## src/rtl/mix_pkg.sv

```systemverilog
// mix_pkg: shared widths, frame/word types and the digest rotate for the mixer output stage.
package mix_pkg;
  localparam int WORD_W = 32;
  localparam int N_WORDS = 8;
  localparam int IDX_W = $clog2(N_WORDS);
  localparam int FRAME_W = N_WORDS * WORD_W;
  typedef logic [WORD_W-1:0] word_t;
  typedef logic [FRAME_W-1:0] frame_t;
  function automatic word_t rotl5(input word_t w);
    return {w[WORD_W-6:0], w[WORD_W-1:WORD_W-5]};
  endfunction
endpackage

```

## src/rtl/mix_frame_fifo.sv

```systemverilog
// mix_frame_fifo: DEPTH-entry register FIFO of whole frames with registered ready/empty flags.
module mix_frame_fifo
  import mix_pkg::*;
#(
  parameter int DEPTH = 2
) (
  input  logic   clk,
  input  logic   rst,
  input  logic   push_i,
  input  logic   pop_i,
  input  frame_t data_i,
  output frame_t data_o,
  output logic   ready_o,
  output logic   empty_o
);
  localparam int PW = $clog2(DEPTH);
  localparam int OW = $clog2(DEPTH + 1);
  frame_t mem_q [DEPTH];
  logic [PW-1:0] wr_q, rd_q;
  logic [OW-1:0] occ_q, occ_d;
  logic ready_q, empty_q;
  assign occ_d = occ_q + OW'(push_i) - OW'(pop_i);
  assign data_o = mem_q[rd_q];
  assign ready_o = ready_q;
  assign empty_o = empty_q;
  always_ff @(posedge clk) begin
    if (push_i) mem_q[wr_q] <= data_i;
  end
  // ready stays low through reset and rises on the first clock after release
  always_ff @(posedge clk or posedge rst) begin
    if (rst) begin
      wr_q <= '0;
      rd_q <= '0;
      occ_q <= '0;
      ready_q <= 1'b0;
      empty_q <= 1'b1;
    end else begin
      if (push_i) wr_q <= wr_q + PW'(1);
      if (pop_i) rd_q <= rd_q + PW'(1);
      occ_q <= occ_d;
      ready_q <= occ_d < OW'(DEPTH);
      empty_q <= occ_d == '0;
    end
  end
endmodule

```

## src/rtl/mix_frame_serializer.sv

```systemverilog
// mix_frame_serializer: buffers mixer frames and streams them word by word,
// folding each frame into a digest and counting completed frames.
module mix_frame_serializer
  import mix_pkg::*;
#(
  parameter int DEPTH = 2,
  parameter int CNT_W = 16
) (
  input  logic                      clk,
  input  logic                      rst,
  input  logic                      in_valid,
  output logic                      in_ready,
  input  logic [N_WORDS*WORD_W-1:0] in_data,
  output logic                      out_valid,
  input  logic                      out_ready,
  output logic [WORD_W-1:0]         out_data,
  output logic [IDX_W-1:0]          out_idx,
  output logic                      out_last,
  output logic                      digest_valid,
  output logic [WORD_W-1:0]         digest,
  output logic [CNT_W-1:0]          frame_cnt
);
  frame_t head;
  logic empty, push, xfer, last, done, dv_q;
  word_t word, fold, acc_q, acc_d, digest_q, digest_d;
  logic [IDX_W-1:0] idx_q, idx_d;
  logic [CNT_W-1:0] cnt_q, cnt_d;
  assign push = in_valid && in_ready;
  mix_frame_fifo #(.DEPTH(DEPTH)) u_fifo (
    .clk(clk),
    .rst(rst),
    .push_i(push),
    .pop_i(done),
    .data_i(in_data),
    .data_o(head),
    .ready_o(in_ready),
    .empty_o(empty)
  );
  always_comb begin
    out_valid = !empty;
    last = idx_q == IDX_W'(N_WORDS - 1);
    word = head[idx_q*WORD_W +: WORD_W];
    xfer = out_valid && out_ready;
    done = xfer && last;
    fold = rotl5(acc_q) ^ word;
    idx_d = xfer ? idx_q + IDX_W'(1) : idx_q;
    acc_d = done ? '0 : xfer ? fold : acc_q;
    digest_d = done ? fold : digest_q;
    cnt_d = cnt_q + CNT_W'(done);
  end
  // word is masked so stale buffer contents never leak while empty
  assign out_data = out_valid ? word : '0;
  assign out_idx = idx_q;
  assign out_last = out_valid && last;
  assign digest_valid = dv_q;
  assign digest = digest_q;
  assign frame_cnt = cnt_q;
  always_ff @(posedge clk or posedge rst) begin
    if (rst) begin
      idx_q <= '0;
      acc_q <= '0;
      digest_q <= '0;
      dv_q <= 1'b0;
      cnt_q <= '0;
    end else begin
      idx_q <= idx_d;
      acc_q <= acc_d;
      digest_q <= digest_d;
      dv_q <= done;
      cnt_q <= cnt_d;
    end
  end
endmodule

```

## config.mk

```make
export PLATFORM = sky130hd
export DESIGN_NAME = mix_frame_serializer
export DESIGN_NICKNAME = d
export VERILOG_FILES = /design/src/rtl/mix_pkg.sv /design/src/rtl/mix_frame_fifo.sv /design/src/rtl/mix_frame_serializer.sv
export SDC_FILE = /design/constraint.sdc
export NUM_CORES = 1
export LEC_CHECK = 0
export ABC_CLOCK_PERIOD_IN_PS = 18600
export BUFFER_PORTS_ARGS = -buffer_cell sky130_fd_sc_hd__clkbuf_2
export CORE_AREA = 2 2 272 274
export DETAILED_ROUTE_END_ITERATION = 6
export DIE_AREA = 0 0 274 276
export PLACE_DENSITY_LB_ADDON = 0.1
export SLEW_MARGIN = 15
export SYNTH_ARGS = -nofsm -noshare
export SYNTH_HDL_FRONTEND = slang
export SYNTH_SLANG_ARGS = --single-unit
export TNS_END_PERCENT = 10
```

## constraint.sdc

```tcl
create_clock -name clk -period 18.6 [get_ports clk]
set_input_delay 2.79 -clock clk [delete_from_list [all_inputs] [get_ports clk]]
set_output_delay 2.79 -clock clk [all_outputs]
set_load 0.01 [all_outputs]
```

==> key figures <==
Layout
  • Most frequent cells in the layout: edfxtp_1 (512), clkbuf_2 (346), mux4_2 (128)
  • Commonest non-fill, non-tap cell in the layout: edfxtp_1
  • Area Overhead vs Synth: 19.9%
  • Share of cells above drive strength 1: 0.378
  • N_diodes: 0
  • Final #Nets: 1992

Worst setup path
  • Arrival time at the worst endpoint: 4330 ps
  • Worst Path Class, Setup: reg -> out
  • R2r startpoint: out_idx[2]$_DFFE_PP0P_
  • WP data required: 15810 ps
  • Worst Setup Start Kind: register
  • R2R Setup Slk: 13390 ps
  • Crit end category: output port
  • Crit Path Max Fanout: 60
  • Worst reg2reg endpoint: frame_cnt[14]$_DFF_PP0_
  • R2r worst-path depth: 12

Global route
  • Total Routing Usage GR: 0.189
  • Initial antenna violation count: 0
  • Global-route wire length before repair: 104000 µm
  • Global route overflow: 0
  • Vias in the first global route: 15200
  • Largest net degree at the start of global routing: 81

Worst hold path
  • Worst Hold Depth: 1
  • Hold path start: frame_cnt[15]$_DFF_PP0_
  • Hold Path End: frame_cnt[15]$_DFF_PP0_
  • HP Class: reg -> reg

Timing
  • Setup TNS: 0 ps
  • Worst slew pin tran: 1160 ps
  • Final hold viol count: 0
  • Setup Viol. Count Final: 0
  • Fmax: 141 MHz
  • Pins Over Slew Limit: 0
  • Rel. slew slack: 0.224
  • Clk_skew: 18.4 ps
  • Tmin final: 7120 ps
  • RSZ-0062 raised after global routing: no
  • Final worst-path cycle share: 0.383

Detailed routing
  • Via Count: 14300
  • DR DRC count: 0
  • DRT antenna net count: 0
  • Vias/cell: 5.20
  • Drt initial violations: 934
  • Wire length per cell: 26.1 µm
  • 1st-pass router iterations: 5
  • Drt total wl: 71500 µm

Run status
  • Status: complete, no violations

Clock network
  • Clk sinks: 602
  • CTS tree: yes
  • Total CTS buffers: 71
  • Root buffer cell: clkbuf_16
  • # resized after CTS: 0
  • Skew-Pair Late Insertion Delay: 600 ps
  • Clk slew on worst S/H paths: 60 ps
  • CTS max path bufs: 3
  • CTS H-Tree Depth: 3
  • Setup bufs post-CTS: 0
  • Post-CTS Hold Buffers: 0

Place
  • GPL Wtd Cong: 0.748
  • Post-DP HPWL: 47000 µm
  • I/O Buffers: 346

Synthesis
  • Seq/Total Area, Yosys: 0.699
  • Post-synth EDFFs: 512
  • Mapped Area: 0.0252 mm²
  • Distinct cells, synth: 33
  • Flops & latches, synth: 602
  • Mean post-synth cell area: 18.4 µm²
  • Post-synthesis instance total: 1372
  • Ys Warns: 0
  • Top_reg_cell synth: edfxtp_1
  • Syn_nets: 1639
  • Asr flop ratio synth: 0.150

Floorplan
  • Core area: 0.0726 mm²
  • Die area: 0.0756 mm²
  • Initial Utilization: 0.347
  • Chip Height: 276 µm
  • Placement Rows: 99
  • # IOs: 347
  • DIE WIDTH: 274 µm

Pwr
  • Pwr Total: 0.00518 W
  • Leakage: 10.8 nW
  • VDD IR-drop max: 89.1 µV
  • P per Cell Area: 171 mW/mm²

Flow run
  • Number of max-cap violations: 0
-- flip-flops by register name, summed over array words and instances, names as in the netlist --
| register | flops |
|---|---|
| acc_q | 32 |
| digest | 32 |
| digest_valid | 1 |
| frame_cnt | 16 |
| out_idx | 3 |
| u_fifo.empty_o | 1 |
| u_fifo.mem_q | 512 |
| u_fifo.occ_q | 2 |
| u_fifo.rd_q | 1 |
| u_fifo.ready_o | 1 |
| u_fifo.wr_q | 1 |
-- cells in the mapped netlist (33+ instances only) --
master	number	area [µm²]
edfxtp_1	512	15400
mux4_2	128	2880
dfrtp_1	89	2230
nand3_1	69	345
clkbuf_1	67	251
mux2_2	66	743
mux2i_1	64	641
nand2_1	40	150
nor2_1	37	139
nor3_1	34	170
nand3b_1	33	248
nor3b_1	33	248
-- power by group --
group | switching [W] | total [W] | leakage, nW | internal (W)
sequential | 0.000228 | 0.00202 | 5.81 | 0.00179
clock | 0.000544 | 0.00136 | 1.11 | 0.000820
combinational | 0.00104 | 0.00180 | 3.92 | 0.000760
-- cell families (layout without fill, tap and decap cells) --
logic type | Yosys count | count (layout) | synth area share
xor gates and xnor gates | 19 | 19 | 0.00660
DFF | 602 | 602 | 0.699
adders and majority gates | 7 | 7 | 0.00347
muxes | 290 | 290 | 0.183
buffers and inverters | 98 | 507 | 0.0175
AOI/OAI and AO/OA | 96 | 96 | 0.0349
and+or+nand+nor | 260 | 260 | 0.0552
-- layout make-up --
| type | instances | area (µm²) |
|---|---|---|
| clock buffers | 104 | 2050 |
| repair buffers | 371 | 1920 |
| clock inverters | 25 | 239 |
| fillers | 6655 | 42300 |
| inverters | 7 | 28.8 |
| well taps | 959 | 1200 |
| multi-input cells | 672 | 7170 |
| flip-flops and latches | 602 | 17600 |
-- layer usage --
metal | up-vias | wire length [µm] | GRT usage
li1 | 6347 | - | -
met1 | 7478 | 28600 | 0.235
met2 | 347 | 37800 | 0.335
met3 | 81 | 3860 | 0.0388
met4 | 0 | 1220 | 0.0468
met5 | - | 0 | 0
-- worst max-delay path, cell delays in order, from the launching register on --
cell and delay (ps):
dfrtp_4 800, buf_4 600, buf_4 820, mux4_2 410
mux2_2 320, mux2i_1 410, nor2_1 80, clkbuf_2 160
-- how the worst max path moves through the flow --
| stage | cells after the start | end | from |
|---|---|---|---|
| 2_1_floorplan | 2 | u_fifo.mem_q[0][0]$_DFFE_PP_ | in_valid |
| 3_3_place_gp | 7 | out_data[7] | out_idx[2]$_DFFE_PP0P_ |
| 3_5_place_dp | 7 | out_data[7] | out_idx[2]$_DFFE_PP0P_ |
| 4_1_cts | 7 | out_data[7] | out_idx[2]$_DFFE_PP0P_ |
| 5_1_grt | 7 | out_data[7] | out_idx[2]$_DFFE_PP0P_ |
| 6_report | 7 | out_data[7] | out_idx[2]$_DFFE_PP0P_ |
-- per-stage QoR --
stage,hold slack [ps],instances,util,worst slack (ps),area (µm²)
after floorplan,461,1372,-,4230,25200
after global placement,465,2611,0.385,12010,28000
after detailed placement,469,2611,0.385,12000,28000
after CTS,482,2740,0.417,11370,30300
after global routing,489,2740,0.417,11250,30300
final,475,2740,0.417,11480,30300
(Power assumes the default switching activity.)
